==> src/rtl/npc_multicycle_ctrl.sv <==
// Multi-cycle fetch/decode/execute/memory/writeback sequencer for the npc core.
// Optional perf counters (cyc_cnt, instret_cnt) under NPC_CTRL_PERF_CNT_EN.
module npc_multicycle_ctrl #(
    parameter int TIMEOUT_CYC = 255,
    parameter int CNT_W       = 16
) (
    input  logic        clk,
    input  logic        rst_n,
    input  logic        ifu_gnt,
    input  logic        ifu_rvalid,
    input  logic        lsu_gnt,
    input  logic        lsu_rvalid,
    input  logic        dec_mem_ren,
    input  logic        dec_mem_wen,
    input  logic        dec_wen,
    input  logic        dec_ebreak,
    input  logic        dec_illegal,
    output logic        ifu_req,
    output logic        inst_we,
    output logic        lsu_req,
    output logic        lsu_we,
    output logic        rf_wen,
    output logic        pc_wen,
    output logic        halt,
    output logic        err,
`ifdef NPC_CTRL_PERF_CNT_EN
    output logic [63:0] cyc_cnt,
    output logic [63:0] instret_cnt,
`endif
    output logic [3:0]  state
);

    typedef enum logic [3:0] {
        S_IDLE   = 4'd0,
        S_FETCH  = 4'd1,
        S_WAIT_I = 4'd2,
        S_DECODE = 4'd3,
        S_EXEC   = 4'd4,
        S_MEM    = 4'd5,
        S_WAIT_M = 4'd6,
        S_WB     = 4'd7,
        S_HALT   = 4'd8,
        S_ERR    = 4'd9
    } st_t;

    st_t             st;
    st_t             nxt;
    logic [CNT_W-1:0] cnt;
    logic            stall;
    logic            exit_c;

    always_comb begin
        nxt    = st;
        stall  = 1'b0;
        exit_c = 1'b1;
        case (st)
            S_IDLE: nxt = S_FETCH;
            S_FETCH: begin
                stall  = 1'b1;
                exit_c = ifu_gnt;
                if (ifu_gnt) nxt = S_WAIT_I;
            end
            S_WAIT_I: begin
                stall  = 1'b1;
                exit_c = ifu_rvalid;
                if (ifu_rvalid) nxt = S_DECODE;
            end
            S_DECODE: begin
                if (dec_illegal)     nxt = S_ERR;
                else if (dec_ebreak) nxt = S_HALT;
                else                 nxt = S_EXEC;
            end
            S_EXEC: begin
                if (dec_mem_ren && dec_mem_wen)      nxt = S_ERR;
                else if (dec_mem_ren || dec_mem_wen) nxt = S_MEM;
                else                                 nxt = S_WB;
            end
            S_MEM: begin
                stall  = 1'b1;
                exit_c = lsu_gnt;
                if (lsu_gnt) nxt = S_WAIT_M;
            end
            S_WAIT_M: begin
                stall  = 1'b1;
                exit_c = lsu_rvalid;
                if (lsu_rvalid) nxt = S_WB;
            end
            S_WB:   nxt = S_FETCH;
            S_HALT: nxt = S_HALT;
            S_ERR:  nxt = S_ERR;
            default: nxt = S_IDLE;
        endcase
        // A normal exit in the timeout cycle takes precedence over ERR
        if (stall && !exit_c && cnt == CNT_W'(TIMEOUT_CYC))
            nxt = S_ERR;
    end

    // Moore outputs are registered from the next state so they line up with st
    always_ff @(posedge clk or negedge rst_n) begin
        if (!rst_n) begin
            st      <= S_IDLE;
            cnt     <= '0;
            ifu_req <= 1'b0;
            lsu_req <= 1'b0;
            lsu_we  <= 1'b0;
            rf_wen  <= 1'b0;
            pc_wen  <= 1'b0;
            halt    <= 1'b0;
            err     <= 1'b0;
        end else begin
            st <= nxt;
            if (nxt != st || !stall) cnt <= '0;
            else                     cnt <= cnt + CNT_W'(1);
            ifu_req <= (nxt == S_FETCH);
            lsu_req <= (nxt == S_MEM);
            lsu_we  <= (nxt == S_MEM) && dec_mem_wen;
            rf_wen  <= (nxt == S_WB) && dec_wen;
            pc_wen  <= (nxt == S_WB);
            halt    <= (nxt == S_HALT);
            err     <= (nxt == S_ERR);
        end
    end

    assign inst_we = (st == S_WAIT_I) && ifu_rvalid;
    assign state   = st;

`ifdef NPC_CTRL_PERF_CNT_EN
    always_ff @(posedge clk or negedge rst_n) begin
        if (!rst_n) begin
            cyc_cnt     <= '0;
            instret_cnt <= '0;
        end else begin
            if (st != S_IDLE && st != S_HALT && st != S_ERR)
                cyc_cnt <= cyc_cnt + 64'd1;
            if (st == S_WB)
                instret_cnt <= instret_cnt + 64'd1;
        end
    end
`endif

endmodule

==> config.mk <==
export PLATFORM = sky130hd
export DESIGN_NAME = npc_multicycle_ctrl
export DESIGN_NICKNAME = d
export VERILOG_FILES = /design/src/rtl/npc_multicycle_ctrl.sv
export SDC_FILE = /design/constraint.sdc
export NUM_CORES = 1
export LEC_CHECK = 0
export BUFFER_PORTS_ARGS = -buffer_cell sky130_fd_sc_hd__buf_2
export CAP_MARGIN = 20
export CORE_UTILIZATION = 55
export DETAILED_ROUTE_END_ITERATION = 10
export PLACE_DENSITY = 0.74
export SLEW_MARGIN = 20
export SYNTH_ARGS = -nofsm -noshare
export SYNTH_HDL_FRONTEND = slang
export SYNTH_SLANG_ARGS = --single-unit
==> constraint.sdc <==
create_clock -name clk -period 2.7 [get_ports clk]
set_clock_uncertainty 0.1 [all_clocks]
set_input_delay 0.135 -clock clk [delete_from_list [all_inputs] [get_ports clk]]
set_output_delay 0.135 -clock clk [all_outputs]
set_load 0.02 [all_outputs]
==> impl_summary.log <==
INFO  metric first_iter_violations = 17
INFO  metric finalHoldViolCount = 0
INFO  metric via_count = 1087
INFO  metric setup-violations-final = 0
INFO  metric worst_setup_path_end_kind = flop
INFO  metric drc_errors = 0
INFO  metric grt_start_max_net_pins = 28
INFO  metric fillCellCount = 177
INFO  metric period_share = 80.2%
INFO  metric post_synthesis_sequential_area_ratio = 47.9%
INFO  metric flow.area_growth_from_synthesis = 12.2%
INFO  metric tightest_slew = 0.581 ns
INFO  metric start_util = 60.8%
INFO  metric die-area = 0.00277 mm2
INFO  metric path_class = reg2reg
INFO  metric antenna-diode-count = 0
INFO  metric worst_ir_drop_vdd = 0.000561 V
INFO  metric synth_largest_area_cell = dfrtp_1
INFO  metric std_cell_rows = 17
INFO  metric wl_per_cell = 13.6 um
INFO  metric cts.sink_count = 27
INFO  metric tritoncts = built
INFO  metric synthMuxAreaShare = 0%
INFO  metric drv.max_cap_violation_count = 0
INFO  metric cts_inserted_buffers = 3
INFO  metric gpl.final_weighted_congestion = 0.786
INFO  metric post-layout-total-power = 1.19 mW
INFO  metric detail_route.wirelength = 2670 um
INFO  metric main_combinational_cell_family_by_area_after_synthesis = simple AND/OR/NAND/NOR gates
INFO  metric cts.root.buffer_cell = clkbuf_4
INFO  metric drt-pass1-iter-count = 4
INFO  metric crit_path_start_kind = flop
INFO  metric dominantRegCellSynth = dfrtp_1
INFO  metric r2r_setup_slack = 0.54 ns
INFO  metric synth-compound-area-share = 8.25%
INFO  metric syn-instance-count = 145
INFO  metric synth_top_cells_by_area = dfrtp_1 48%, nor2_1 5.9%, xnor2_1 4.3%
INFO  metric yosysMostFrequentCell = dfrtp_1
INFO  metric synthesis.area_per_instance = 9.72 um2
INFO  metric detailedPlace.worstSlack = 0.574 ns
INFO  metric die_width = 52.6 um
INFO  metric synth_seq_cells = 27
INFO  metric synthSimpleGateAreaFrac = 30.0%
INFO  metric hp-class = in2reg
INFO  metric cts-htree-levels = 1
INFO  metric post-synth-top-area-fraction = 47.9%
INFO  metric synthesis.yosys.warnings = 0
INFO  metric die_height = 52.6 um
INFO  metric pwr_density_cell = 749 mW/mm2
INFO  metric fraction_of_layout_instances_using_a_drive_strength_above_1 = 18.9%
INFO  metric sequential_cell_area = 676 um2
INFO  metric worst_ep_arrival_time = 2.27 ns
INFO  metric drtAntennaViolNets = 0
INFO  metric grt_pass1_wl = 4570 um
INFO  metric final_worst_setup_slack = 0.536 ns
INFO  metric number_of_global_route_vias_before_repair = 1026
INFO  metric async_reset_ff_share = 100%
INFO  metric boundaryPins = 23
INFO  metric power.static_leakage = 0.730 nW
INFO  metric syn-num-nets = 157
INFO  metric via_to_cell_ratio = 5.52
INFO  metric rsz_0062_raised_after_global_routing = false
INFO  metric number_of_antenna_violations_at_the_first_check_in_global_routing = 0
INFO  metric ctsLongestPathBuffers = 2
INFO  metric detailed_place_hpwl = 1960 um
INFO  metric post_synth_xor_area_fraction = 8.70%
INFO  metric num-nets-final = 182
INFO  metric run_status = completed
INFO  metric synth_fa_ha_area_share = 0.887%
INFO  metric syn_area = 0.00141 mm2
INFO  metric timing.critical_path.required = 2.81 ns
INFO  metric fin_tns_setup = 0 ns
INFO  metric fmax = 462 MHz
INFO  metric track_usage = 22.5%
INFO  metric core_region_area = 0.00232 mm2
INFO  metric insertion_delay = 0.32 ns
INFO  metric netlist-cell-type-count = 41
INFO  metric place.port_buffers = 22
INFO  metric synth_enable_flop_cells = 0
INFO  metric cts_resized = 0
INFO  metric slew_headroom = 61.2%
INFO  metric grt_overflow_total = 0
INFO  metric layout_min_cycle_time = 2.16 ns
INFO  metric slew_violations = 0
INFO  metric yosys-top-cells-count = 27 x dfrtp_1, 22 x nor2_1, 9 x nand2_1
INFO  metric path_clk_slew = 0.14 ns
INFO  metric worst-path-max-fanout = 9
INFO  metric multi_input_comb_area = 674 um2
INFO  metric cts_setup_buffers = 0
-- power breakdown --
| group | internal (mW) | switching (mW) |
|---|---|---|
| Combinational | 0.183 | 0.293 |
| Sequential | 0.460 | 0.0822 |
| Clock | 0.0555 | 0.113 |
| Total | 0.698 | 0.488 |
-- path summary, 6_finish.rpt --
path,start,endpoint,depth (start not counted)
setup / recovery,cnt[8],pc_wen,5
hold / removal,dec_ebreak,lsu_we,6
setup reg to reg,cnt[8],pc_wen,5
hold reg to reg,cnt[0],cnt[0],1
max in group asynchronous,rst_n,state[0],2
min in group asynchronous,rst_n,cnt[12],2
-- metrics by stage --
step	hold slack, ns	cell area (um2)	util [%]	std cells
after floorplan	-0.261	1410	-	145
after global placement	0.0568	1530	65.8	190
after detailed placement	0.0673	1530	65.8	190
after CTS	0.189	1580	68.3	197
after global routing	0.256	1580	68.3	197
final	0.210	1580	68.3	197
-- cell families after synthesis --
family | after synthesis
buffers and inverters | 12
adders and majority gates | 1
xor gates and xnor gates | 14
DFF | 27
and+or+nand+nor | 77
AOI/OAI and AO/OA | 14
-- layer usage --
metal  global-route usage [%]  wire length [um]  vias up
met1                     32.0              1340      518
met2                     34.6              1240       14
met5                        0                 0        -
met4                     6.58                13        0
li1                         -                 -      553
met3                     4.35                80        2
-- registers in the layout, indices dropped and copies added, names as in the netlist --
name	flops
state	4
lsu_we	1
cnt	16
ifu_req	1
halt	1
lsu_req	1
err	1
rf_wen	1
pc_wen	1
-- worst max-delay path, stage by stage, from the launching register on --
cell and delay [ns]:
dfrtp_1 0.44, or4_1 0.55, nor4_2 0.29, and4_1 0.41, nand2b_2 0.20, nor3b_1 0.06
-- layout by cell type (no fill, tap or decap), types with 2 or more instances in the layout --
cell           synthesis  final
dfrtp_1               27     27
nor2_1                22     22
buf_2                  3     22
nand2_1                9      9
nand3_1                7      7
xor2_1                 7      7
xnor2_1                7      7
nand2b_1               6      6
nor3_1                 5      5
inv_1                  5      5
and3_1                 5      5
or4_1                  4      4
nor2b_1                3      3
nand4_1                3      3
a21oi_1                3      3
nor3b_1                3      3
clkbuf_4               0      3
dlygate4sd3_1          0      3
nor4_1                 2      2
-- what timing repair did --
item                                    4_1_cts  5_1_grt
hold buffers                                  3        0
endpoints found under the setup margin        0        0
hold endpoints to repair                     29        0
-- area by class of cell --
class	count	share of cell area, %
inverters	6	1.42
clock buffers	3	1.42
flip-flops and latches	27	42.7
clock inverters	1	0.316
multi-input cells	106	42.6
well taps	28	2.21
repair buffers	26	9.33
(Power assumes the default switching activity.)
